[src/rtl/bin2bcd_pkg.sv]
// Shared types and constants for the sequential binary-to-BCD converter.
// Latency: n/a (declarations only). Backpressure: n/a.
// Optional macro BIN2BCD_SIGNED_EN is consumed by the interface and top, not here.
package bin2bcd_pkg;

    typedef enum logic {IDLE, SHIFT} bcd_state_t;

    localparam int BCD_DIGIT_W          = 4;
    localparam logic [3:0] BCD_ADJ_THRESH = 4'd5;
    localparam logic [3:0] BCD_ADJ        = 4'd3;

    function automatic longint unsigned pow10(input int n);
        longint unsigned p;
        p = 64'd1;
        for (int i = 0; i < n; i++) p = p * 64'd10;
        return p;
    endfunction

endpackage

[src/rtl/bin2bcd_seq_if.sv]
// Start/busy/done handshake plus data bus of the converter; master = requester, slave = converter.
// Latency: n/a (wiring only). Backpressure: start is ignored while busy is high.
// With BIN2BCD_SIGNED_EN defined the bus carries an extra sign flag (neg).
interface bin2bcd_seq_if
    import bin2bcd_pkg::*;
#(
    parameter int WIDTH  = 8,
    parameter int DIGITS = 3
);
    logic                          start;
    logic [WIDTH-1:0]              bin;
    logic                          busy;
    logic                          done;
    logic [BCD_DIGIT_W*DIGITS-1:0] bcd;
`ifdef BIN2BCD_SIGNED_EN
    logic                          neg;

    modport master (output start, bin, input busy, done, bcd, neg);
    modport slave  (input start, bin, output busy, done, bcd, neg);
`else
    modport master (output start, bin, input busy, done, bcd);
    modport slave  (input start, bin, output busy, done, bcd);
`endif
endinterface

[src/rtl/bin2bcd_seq_dabble_digit.sv]
// One double-dabble correction cell: adds 3 to a BCD digit of 5 or more before the shift.
// Latency: combinational. Backpressure: none.
module dabble_digit
    import bin2bcd_pkg::*;
(
    input  logic [BCD_DIGIT_W-1:0] dig_i,
    output logic [BCD_DIGIT_W-1:0] dig_o
);
    always_comb begin
        dig_o = (dig_i >= BCD_ADJ_THRESH) ? dig_i + BCD_ADJ : dig_i;
    end
endmodule

[src/rtl/bin2bcd_seq.sv]
// Sequential double-dabble binary-to-BCD converter, one shift per clock (macro BIN2BCD_SIGNED_EN: two's complement input + neg flag).
// Latency: WIDTH edges from the accepting edge to done; next acceptance one edge after done.
// Backpressure: start is sampled only in IDLE; requests while busy are dropped, not queued.
module bin2bcd_seq
    import bin2bcd_pkg::*;
#(
    parameter int WIDTH  = 8,
    parameter int DIGITS = 3
)(
    input  logic          clk,
    input  logic          n_reset,
    bin2bcd_seq_if.slave  bus
);
    localparam int BCD_W = BCD_DIGIT_W * DIGITS;
    localparam int CNT_W = $clog2(WIDTH + 1);
    localparam logic [CNT_W-1:0] LAST_CNT = CNT_W'(WIDTH - 1);

    if (WIDTH < 4 || WIDTH > 16) begin : g_bad_width
        $fatal(1, "bin2bcd_seq: WIDTH must be within 4..16");
    end
    if (pow10(DIGITS) <= ((64'd1 << WIDTH) - 64'd1)) begin : g_bad_digits
        $fatal(1, "bin2bcd_seq: DIGITS too small for WIDTH");
    end

    bcd_state_t       state_q;
    logic [WIDTH-1:0] sh_q, sh_d, load_val;
    logic [BCD_W-1:0] scr_q, scr_d, adj;
    logic [CNT_W-1:0] cnt_q;
    logic             busy_q, done_q;
    logic [BCD_W-1:0] bcd_q;

    for (genvar i = 0; i < DIGITS; i++) begin : g_dig
        dabble_digit u_dig (
            .dig_i (scr_q[i*BCD_DIGIT_W +: BCD_DIGIT_W]),
            .dig_o (adj[i*BCD_DIGIT_W +: BCD_DIGIT_W])
        );
    end

    always_comb begin
        scr_d = {adj[BCD_W-2:0], sh_q[WIDTH-1]};
        sh_d  = {sh_q[WIDTH-2:0], 1'b0};
    end

`ifdef BIN2BCD_SIGNED_EN
    // One extra bit so that the most negative input yields its true magnitude.
    logic [WIDTH:0] mag;
    logic           sign_q, neg_q;
    always_comb begin
        mag      = bus.bin[WIDTH-1] ? ({1'b0, ~bus.bin} + 1'b1) : {1'b0, bus.bin};
        load_val = mag[WIDTH-1:0];
    end
    assign bus.neg = neg_q;
`else
    always_comb begin
        load_val = bus.bin;
    end
`endif

    always_ff @(posedge clk or negedge n_reset) begin
        if (!n_reset) begin
            state_q <= IDLE;
            sh_q    <= '0;
            scr_q   <= '0;
            cnt_q   <= '0;
            busy_q  <= 1'b0;
            done_q  <= 1'b0;
            bcd_q   <= '0;
`ifdef BIN2BCD_SIGNED_EN
            sign_q  <= 1'b0;
            neg_q   <= 1'b0;
`endif
        end else begin
            case (state_q)
                IDLE: begin
                    done_q <= 1'b0;
                    if (bus.start) begin
                        sh_q    <= load_val;
                        scr_q   <= '0;
                        cnt_q   <= '0;
                        busy_q  <= 1'b1;
                        state_q <= SHIFT;
`ifdef BIN2BCD_SIGNED_EN
                        sign_q  <= bus.bin[WIDTH-1];
`endif
                    end
                end
                SHIFT: begin
                    scr_q <= scr_d;
                    sh_q  <= sh_d;
                    cnt_q <= cnt_q + CNT_W'(1);
                    // The final shift lands the result straight into bcd.
                    if (cnt_q == LAST_CNT) begin
                        bcd_q   <= scr_d;
                        done_q  <= 1'b1;
                        busy_q  <= 1'b0;
                        state_q <= IDLE;
`ifdef BIN2BCD_SIGNED_EN
                        neg_q   <= sign_q;
`endif
                    end
                end
            endcase
        end
    end

    assign bus.busy = busy_q;
    assign bus.done = done_q;
    assign bus.bcd  = bcd_q;

endmodule

[src/flat_wrapper.sv]
// flat-port wrapper written by rule: the top's interface ports become plain ports
module bin2bcd_seq_flat import bin2bcd_pkg::*;
#(
    parameter int WIDTH  = 8,
    parameter int DIGITS = 3
)
  (clk, n_reset, bus_start, bus_bin, bus_busy, bus_done, bus_bcd);
  bin2bcd_seq_if #(.WIDTH(WIDTH), .DIGITS(DIGITS)) bus_i ();
  input  logic clk;
  input  logic n_reset;
  input wire logic [$bits(bus_i.start)-1:0] bus_start;
  input wire logic [$bits(bus_i.bin)-1:0] bus_bin;
  output wire logic [$bits(bus_i.busy)-1:0] bus_busy;
  output wire logic [$bits(bus_i.done)-1:0] bus_done;
  output wire logic [$bits(bus_i.bcd)-1:0] bus_bcd;
  assign bus_i.start = bus_start;
  assign bus_i.bin = bus_bin;
  assign bus_busy = bus_i.busy;
  assign bus_done = bus_i.done;
  assign bus_bcd = bus_i.bcd;
  bin2bcd_seq #(.WIDTH(WIDTH), .DIGITS(DIGITS)) u_core (.clk(clk), .n_reset(n_reset), .bus(bus_i));
endmodule
[config.mk]
export PLATFORM = sky130hd
export DESIGN_NAME = bin2bcd_seq_flat
export DESIGN_NICKNAME = d
export VERILOG_FILES = /design/src/rtl/bin2bcd_pkg.sv /design/src/rtl/bin2bcd_seq_if.sv /design/src/rtl/bin2bcd_seq_dabble_digit.sv /design/src/rtl/bin2bcd_seq.sv /design/src/flat_wrapper.sv
export SDC_FILE = /design/constraint.sdc
export NUM_CORES = 1
export LEC_CHECK = 0
export ABC_AREA = 0
export CAP_MARGIN = 20
export CORE_UTILIZATION = 45
export DETAILED_ROUTE_END_ITERATION = 16
export PLACE_DENSITY = 0.77
export RECOVER_POWER = 100
export SETUP_SLACK_MARGIN = 0.5
export SLEW_MARGIN = 20
export SYNTH_ARGS = -nofsm -noshare
export SYNTH_HDL_FRONTEND = slang
export SYNTH_SLANG_ARGS = --single-unit
[constraint.sdc]
create_clock -name clk -period 1.5 [get_ports clk]
set_input_delay 0.45 -clock clk [delete_from_list [all_inputs] [get_ports clk]]
set_output_delay 0.45 -clock clk [all_outputs]
set_load 0.005 [all_outputs]
* Word level (Yosys, flattened, before mapping) *
Index checks and enable logic that the tools add are counted.

word-level totals
  flip-flop bits (word level) = 39
  bits in latches = 0
  memory bits (writable) = 0
  ROM bits = 0
  input port bits = 11
  output and inout port bits = 14
  word-level logic and storage cells = 37
  memories = 0

cells by class
  add/subtract/negate cells = 4
  multipliers = 0
  div/mod/pow operators = 0
  magnitude comparators = 3
  eq/ne operators = 3
  shifts and indexed selects = 0
  multiplexer cells = 17
  bitwise logic cells = 1
  reductions and logical operators = 2

operators by type and width
  kind                   count
  $pmux W12 S2           1
  $pmux W8 S2            1
  $ge A4 B3 Y1 const B   3
  $mux W12               1
  $mux W4                3
  $add A4 B2 Y4 const B  2
  $mux W8                1
  $pmux W4 S2            1
  $pmux W1 S2            3
  $mux W1                5
  $add A4 B1 Y4 const B  1
  $eq A4 B3 Y1 const B   1
  $ne A2 B2 Y1 const B   2
  $reduce_and A2 Y1      2
  $add A3 B2 Y3 const B  1
  $mux W3                1
  $not A1 Y1             1

* Longest topological paths before layout *
Gate-level depths: netlist (run 1).

  depth in word-level cells = 3
  mapped depth = 6

* Hierarchy *
A second synthesis (run 1) with hierarchy kept.

unflattened totals
  cell total of the unflattened synthesis = 161
  area, all modules = 1881.8 µm²

by module, submodules not included
  module        times used  cells an instance  area each (µm²)  seq. area each (µm²)
  bin2bcd_seq   1           113                1577.8           975.9
  dabble_digit  3           16                 101.3            0.0

* Worst setup path before layout (run 1) *
No wires, ideal clock.

  path type = register to register
  from = reg u_core.scr_q[4]
  to = reg u_core.bcd_q[6] (netlist: u_core.bus.bcd[6])
  library setup time = 83 ps
  data arrival time = 1406 ps
  data required time = 1417 ps
  path slack = 12 ps
  cell stages (with the launch flop) = 7
  clock period less this slack = 1488 ps
  cells stage by stage = dfrtp_1 > inv_1 > ha_1 > nand2b_1 > a21oi_2 > mux2_2 > o21ai_0

between the ends
  cells in the longest elaborated chain, start to end = 2

ends and longest elaborated chain
  what                                           RTL line                        text
  start: declaration                             bin2bcd_seq.sv:27               logic [BCD_W-1:0] scr_q, scr_d, adj;
  start signal: assignment                       bin2bcd_seq.sv:88               scr_q <= scr_d;
  $add A4 B2 Y4 or $ge A4 B3 Y1 (tied branches)  bin2bcd_seq_dabble_digit.sv:10  dig_o = (dig_i >= BCD_ADJ_THRESH) ? dig_i + BCD_ADJ : dig_i;
  $mux W4 *                                      bin2bcd_seq_dabble_digit.sv:10
  end signal: assignment                         bin2bcd_seq.sv:93               bcd_q <= scr_d;
  end: declaration                               bin2bcd_seq.sv:30               logic [BCD_W-1:0] bcd_q;

Every way passes the cells marked *; elsewhere a longest branch is shown, timed or not.
A chain may end at the register's enable or synchronous reset.

* Worst setup path after layout (run 1) *
  from = reg u_core.scr_q[5]
  to = reg u_core.scr_q[8]

between the ends
  cells in the longest elaborated chain, start to end = 3

ends and longest elaborated chain
  what                                           RTL line                        text
  $add A4 B2 Y4 or $ge A4 B3 Y1 (tied branches)  bin2bcd_seq_dabble_digit.sv:10
  $mux W4 *                                      bin2bcd_seq_dabble_digit.sv:10
  $pmux W12 S2 *                                 bin2bcd_seq.sv:73               case (state_q)

Marked as above.

==> results of run 1 <==
## cell type report
cell class | instances | area, um2
Fill cell | 290 | 1180
Multi-Input combinational cell | 120 | 1120
Sequential cell | 39 | 978
Timing Repair Buffer | 66 | 520
Clock buffer | 6 | 82.6
Tap cell | 50 | 62.6
Clock inverter | 2 | 35.0
Inverter | 6 | 22.5
## power by group
part           switching, W  total (W)  leakage [nW]  internal (W)
Sequential         0.000464    0.00198         0.491       0.00152
Combinational       0.00155    0.00352         0.793       0.00197
Clock              0.000364   0.000902        0.0612      0.000538
## per-stage QoR
stage                     instances  area (um2)  power, W  hold slack, ns
after floorplan                 173        2000   0.00360           0.154
after global placement          247        2320   0.00419           0.400
after detailed placement        247        2320   0.00436           0.415
after CTS                       276        2700   0.00591          0.0939
after global routing            289        2820   0.00682           0.341
final                           289        2820   0.00640           0.276
## worst reg2reg max path, delay by kind of cell (launching register included)
| family | cells | cell delay, ns |
|---|---|---|
| flip-flops | 1 | 0.41 |
| multiplexers | 1 | 0.12 |
| AO/OA/AOI/OAI | 2 | 0.50 |
| AND/OR/NAND/NOR | 1 | 0.09 |
| buffers and inverters | 2 | 0.27 |
## layer usage
| metal | global-route usage (%) | vias to the layer above | part of all wire [%] |
|---|---|---|---|
| li1 | - | 721 | - |
| met1 | 29.8 | 740 | 43 |
| met2 | 39.4 | 33 | 52 |
| met3 | 5.31 | 9 | 3.2 |
| met4 | 11.7 | 0 | 2.1 |
| met5 | 0 | - | 0 |
## registers in the layout, summed over array words and instances (netlist names)
| signal | flops |
|---|---|
| u_core.bus.bcd | 12 |
| u_core.bus.busy | 1 |
| u_core.scr_q | 12 |
| u_core.sh_q | 8 |
| u_core.bus.done | 1 |
| u_core.cnt_q | 4 |
| u_core.state_q | 1 |
## final timing paths
kind                                   startpoint                end  slack (ns)  cells after the start
worst max-delay path              u_core.scr_q[5]    u_core.scr_q[8]      -0.005                      6
worst min-delay path                      n_reset  u_core.bus.bcd[8]        0.28                      1
worst max register to register    u_core.scr_q[5]    u_core.scr_q[8]      -0.005                      6
worst min register to register  u_core.bus.bcd[6]  u_core.bus.bcd[6]        0.48                      2
max in group asynchronous                 n_reset    u_core.scr_q[0]        0.26                      2
min in group clk                u_core.bus.bcd[6]  u_core.bus.bcd[6]        0.48                      2
## cells in the mapped netlist, types with 4 or more instances
master | number | share of area [%]
ha_1 | 7 | 4.7
buf_2 | 6 | 1.6
o21ai_0 | 21 | 5.6
nand2_1 | 22 | 4.4
xnor2_1 | 4 | 1.9
inv_1 | 6 | 1.2
mux2i_1 | 18 | 9.6
nor3b_1 | 7 | 2.8
nand2b_1 | 13 | 4.3
mux2_2 | 5 | 3.0
a21oi_1 | 6 | 1.6
dfrtp_1 | 39 | 52
## kinds of logic after synthesis
family                   count (synthesis)  synth area share [%]
AND/OR/NAND/NOR                         50                  14.3
flip-flops                              39                  52.0
AO/OA/AOI/OAI                           35                  10.7
multiplexers                            23                  12.6
buffers and inverters                   14                  3.40
adder cells (fa/ha/maj)                  7                  4.67
XOR/XNOR                                 5                  2.33
## repair_timing
item	4_1_cts	5_1_grt
pin swaps	9	11
endpoints found under the setup margin	53	45
gates cloned	3	0
resized for setup	91	28
buffers inserted	18	13
==> metrics.txt, run 1 <==
outcome complete, but fails checks; failing checks negative setup slack; initial core utilization 46.9%; clock sink count 39; worst rel slew slack 36.1%; final setup TNS -0.00518 ns; antenna violations before repair 0; clock period minus worst slack 1.51 ns; max cap viols 0; DRT iter0 DRCs 115; Via density 5.20; RSZ-0062 raised after global routing true; CP Max Fanout 2; layout cells sized above 1 44.4%; RD Place Congestion 0.801; critical path type reg2reg; fin. max-slew vios 0; CP arrival 1.68 ns; synth unique cells 27; clk_lat worst skew 0.30 ns; Setup WS post-layout -0.00518 ns; CTS Hold Bufs 0; Most common cell on crit path buf_4; Async SR Flop Fraction 100%; VDD IR-drop max 0.00110 V; Hold Path Class in2async; number of enable flip-flop cells after synthesis 0; ys flop type dfrtp_1; DRT antenna net count 0; die area 4430 um2; Root Buffer clkbuf_8; Warnings, synthesis 0; Hold Fails Final Rpt 0; final WL 4590 um; worst-margin pin slew 0.958 ns; synth-to-layout area growth 50.6%; first-pass iteration count of the detailed router 4; Critical path buffers and inverters 2; largest net degree at the start of global routing 20; row count 23; Port Buffers 24; leading cell type in the layout, fill and taps excluded dfrtp_1; Layout Utilization 70.6%; vias 1503; endpoints failing setup 1; Worst path slowest cell dfrtp_1; post-synthesis cell area 1880 um2; required time of the critical path 1.67 ns; antenna fix cells 0; CTS H-tree lvls 2; GRT Util Overall 24.1%; Seq/Total Area, Yosys 52.0%; clk_skew 0.00953 ns; PD cells 2270 nW/um2; Final #Nets 256; grt total ovfl 0; Syn Inst Count 173; chip width 66.6 um; startpoint types register; CP Capture Type register; # IOs 25; crit-path cells buf_4, buf_4, o21ai_1, nor3b_4, a21oi_2, mux2i_1; Tcrit/Tclk final 100%; clock slew at reported path FFs 0.08 ns; WL/cell 15.9 um; post-detail-place hpwl 2590 um; Core ar. 4000 um2; first-pass GRT wire length 7620 um; CTS tree yes; vias in the first global route 1521; FF+latch count, synth 39; Place WS -0.0731 ns; Leakage 1.35 nW; achievable frequency 664 MHz; Remaining DRCs 0; crit-path leading delay family compound AO/OA/AOI/OAI gates; most frequent cells in the layout 37 x dfrtp_1, 31 x buf_4, 20 x nand2_1, 18 x mux2i_1, 12 x o21ai_1; Syn Area/Cell 10.8 um2; Syn Nets 191; Inserted Clock Buffers 5; Clock Path Buffers 2; Die Y 66.6 um; max incr delay on CP 0.41 ns
No activity file was read; power rests on OpenSTA's default activity.
==> run 2, diff against run 1 <==
--- a/config.mk
+++ b/config.mk
@@ -9,7 +9,7 @@
 export CAP_MARGIN = 20
 export CORE_UTILIZATION = 45
 export DETAILED_ROUTE_END_ITERATION = 16
-export PLACE_DENSITY = 0.77
+export PLACE_DENSITY = 0.74
 export RECOVER_POWER = 100
 export SETUP_SLACK_MARGIN = 0.5
 export SLEW_MARGIN = 20
==> constraint.sdc (replaced) <==
create_clock -name clk -period 1.71 [get_ports clk]
set_input_delay 0.513 -clock clk [delete_from_list [all_inputs] [get_ports clk]]
set_output_delay 0.513 -clock clk [all_outputs]
set_load 0.005 [all_outputs]
==> metrics.txt, run 2 (synthesized netlist as in run 1, its figures left out) <==
outcome finished clean; # fillers 299 (+3.1%); synth-to-layout area growth 41.6%; Layout Utilization 66.4% (-4.2 points); vias in the first global route 1503 (-1.2%); Final #Nets 254 (-0.78%); worst rel slew slack 33.3% (-2.8 points); Sequential Area 976 um2 (-0.26%); leading cell type in the layout, fill and taps excluded dfrtp_1; Hold Fails Final Rpt 0 (unchanged); first-pass GRT wire length 6910 um (-9.2%); GR Util met3 5.65% (+0.34 points); max incr delay on CP 0.37 ns (-0.04 ns); post-detail-place hpwl 2370 um (-8.5%); grt total ovfl 0 (unchanged); Die Y 66.6 um (unchanged); Inserted Clock Buffers 5 (unchanged); Clock Path Buffers 2 (unchanged); CTS tree yes; Tcrit/Tclk final 92.6% (-7.8 points); chip width 66.6 um (unchanged); worst-margin pin slew 1.00 ns (+0.0419 ns); Leakage 1.27 nW (-5.2%); max cap viols 0 (unchanged); met1 usage 23.6% (-6.1 points); GRT busiest layer met2; clk_skew 0.00849 ns (-0.00104 ns); DRT antenna net count 0 (unchanged); Via density 5.20 (about the same); CP arrival 1.80 ns (+0.12 ns); die area 4430 um2 (unchanged); area of the multi-input gates 1050 um2 (-6.1%); largest net degree at the start of global routing 40 (+100%); Port Buffers 24 (unchanged); PD cells 1960 nW/um2 (-14%); CP Max Fanout 3 (+1); antenna violations before repair 0 (unchanged); GR Util met2 40.2% (+0.76 points); clock period minus worst slack 1.58 ns (+0.0779 ns); antenna fix cells 0 (unchanged); required time of the critical path 1.93 ns (+0.26 ns); first-pass iteration count of the detailed router 4 (unchanged); RD Place Congestion 0.766 (-4.3%); startpoint types register; final setup TNS 0 ns (+0.00518 ns); final WL 4640 um (+1.1%); layout cells sized above 1 37.0% (-7.3 points); initial core utilization 46.9% (unchanged); VDD IR-drop max 0.000887 V (-20%); GRT Util Overall 21.7% (-2.4 points); Core ar. 4000 um2 (unchanged); # IOs 25 (unchanged); Critical path buffers and inverters 1 (-1); CP Capture Type register; Hold Path Class in2async; vias 1483 (-1.3%); most frequent cells in the layout 39 x dfrtp_1, 32 x buf_4, 22 x nand2_1, 18 x mux2i_1, 17 x o21ai_0; row count 23 (unchanged); achievable frequency 632 MHz (-4.9%); RSZ-0062 raised after global routing true; crit-path leading delay family multiplexers; Root Buffer clkbuf_8; clock sink count 39 (unchanged); CTS Hold Bufs 0 (unchanged); clock slew at reported path FFs 0.07 ns (about the same); WL/cell 16.3 um (+2.5%); DRT iter0 DRCs 85 (-26%); Remaining DRCs 0 (unchanged); Worst path slowest cell dfrtp_1; crit-path cells inv_2, ha_2, nand2b_4, a21oi_1, mux2_4, mux2i_1; endpoints failing setup 0 (-1); clk_lat worst skew 0.29 ns (about the same); fin. max-slew vios 0 (unchanged); CTS H-tree lvls 2 (unchanged); critical path type reg2reg
run 2: cell types whose count changed in the layout (fill, tap and decap cells not counted), moves of 2 or more:
cell / before / now
nand2_1: 20 / 22
nor3b_1: 1 / 4
buf_2: 10 / 8
o21ai_1: 12 / 0
o21ai_0: 6 / 17
dfrtp_2: 2 / 0
a21oi_1: 1 / 4
nor3b_4: 4 / 2
a21oi_2: 4 / 2
xnor2_2: 3 / 1
nand2_2: 2 / 0
dfrtp_1: 37 / 39
run 2: path summary, 6_finish.rpt:
path / from / to / slack [ns] / depth (start not counted)
max reg2reg: u_core.scr_q[5] / u_core.scr_q[6] / 0.13 / 6
max in group asynchronous: n_reset / u_core.scr_q[0] / 0.63 / 2
min reg2reg: u_core.bus.bcd[7] / u_core.bus.bcd[7] / 0.48 / 2
min in group clk: u_core.bus.bcd[7] / u_core.bus.bcd[7] / 0.48 / 2
max: u_core.scr_q[5] / u_core.scr_q[6] / 0.13 / 6
min: n_reset / u_core.bus.busy / 0.46 / 2
run 2: power breakdown:
part / total [W] / internal (W) / switching, W
combinational: 0.00293 / 0.00163 / 0.00130
clock: 0.000579 / 0.000272 / 0.000307
sequential: 0.00169 / 0.00133 / 0.000362
total: 0.00520 / 0.00323 / 0.00197
run 2: layer usage:
| metal | vias up | share of wire [%] |
|---|---|---|
| met5 | - | 0 |
| met4 | 0 | 1.2 |
| met3 | 5 | 3.1 |
| met2 | 22 | 56 |
| met1 | 742 | 40 |
| li1 | 714 | - |
run 2: area by class of cell:
class / instances / share of cell area (%)
flip-flops and latches: 39 / 36.8
inverters: 6 / 0.848
multi-input cells: 120 / 39.7
clock buffers: 6 / 2.73
repair buffers: 64 / 17.6
well taps: 50 / 2.36
run 2: repair_timing:
item | CTS | global route
setup endpoints to repair | 49 | 36
gates resized for setup | 80 | 15
gates cloned | 1 | 0
setup buffers | 19 | 15
pin swaps | 1 | 4
run 2: metrics by stage:
stage	hold WS (ns)	power [W]	instance area, um2	instances	worst slack, ns
finish	0.464	0.00520	2660	285	0.127
global route	0.522	0.00555	2660	285	0.0813
CTS	0.282	0.00478	2560	270	0.279
detailed placement	0.470	0.00378	2280	244	0.0735
global placement	0.462	0.00364	2280	244	0.102
floorplan	0.217	0.00313	1970	173	0.364
==> run 3, diff against run 2 <==
--- a/config.mk
+++ b/config.mk
@@ -16,3 +16,4 @@
 export SYNTH_ARGS = -nofsm -noshare
 export SYNTH_HDL_FRONTEND = slang
 export SYNTH_SLANG_ARGS = --single-unit
+export TNS_END_PERCENT = 100
==> results of run 3 <==
Same layout as run 2: the final DEF is identical, and so are final timing and power.
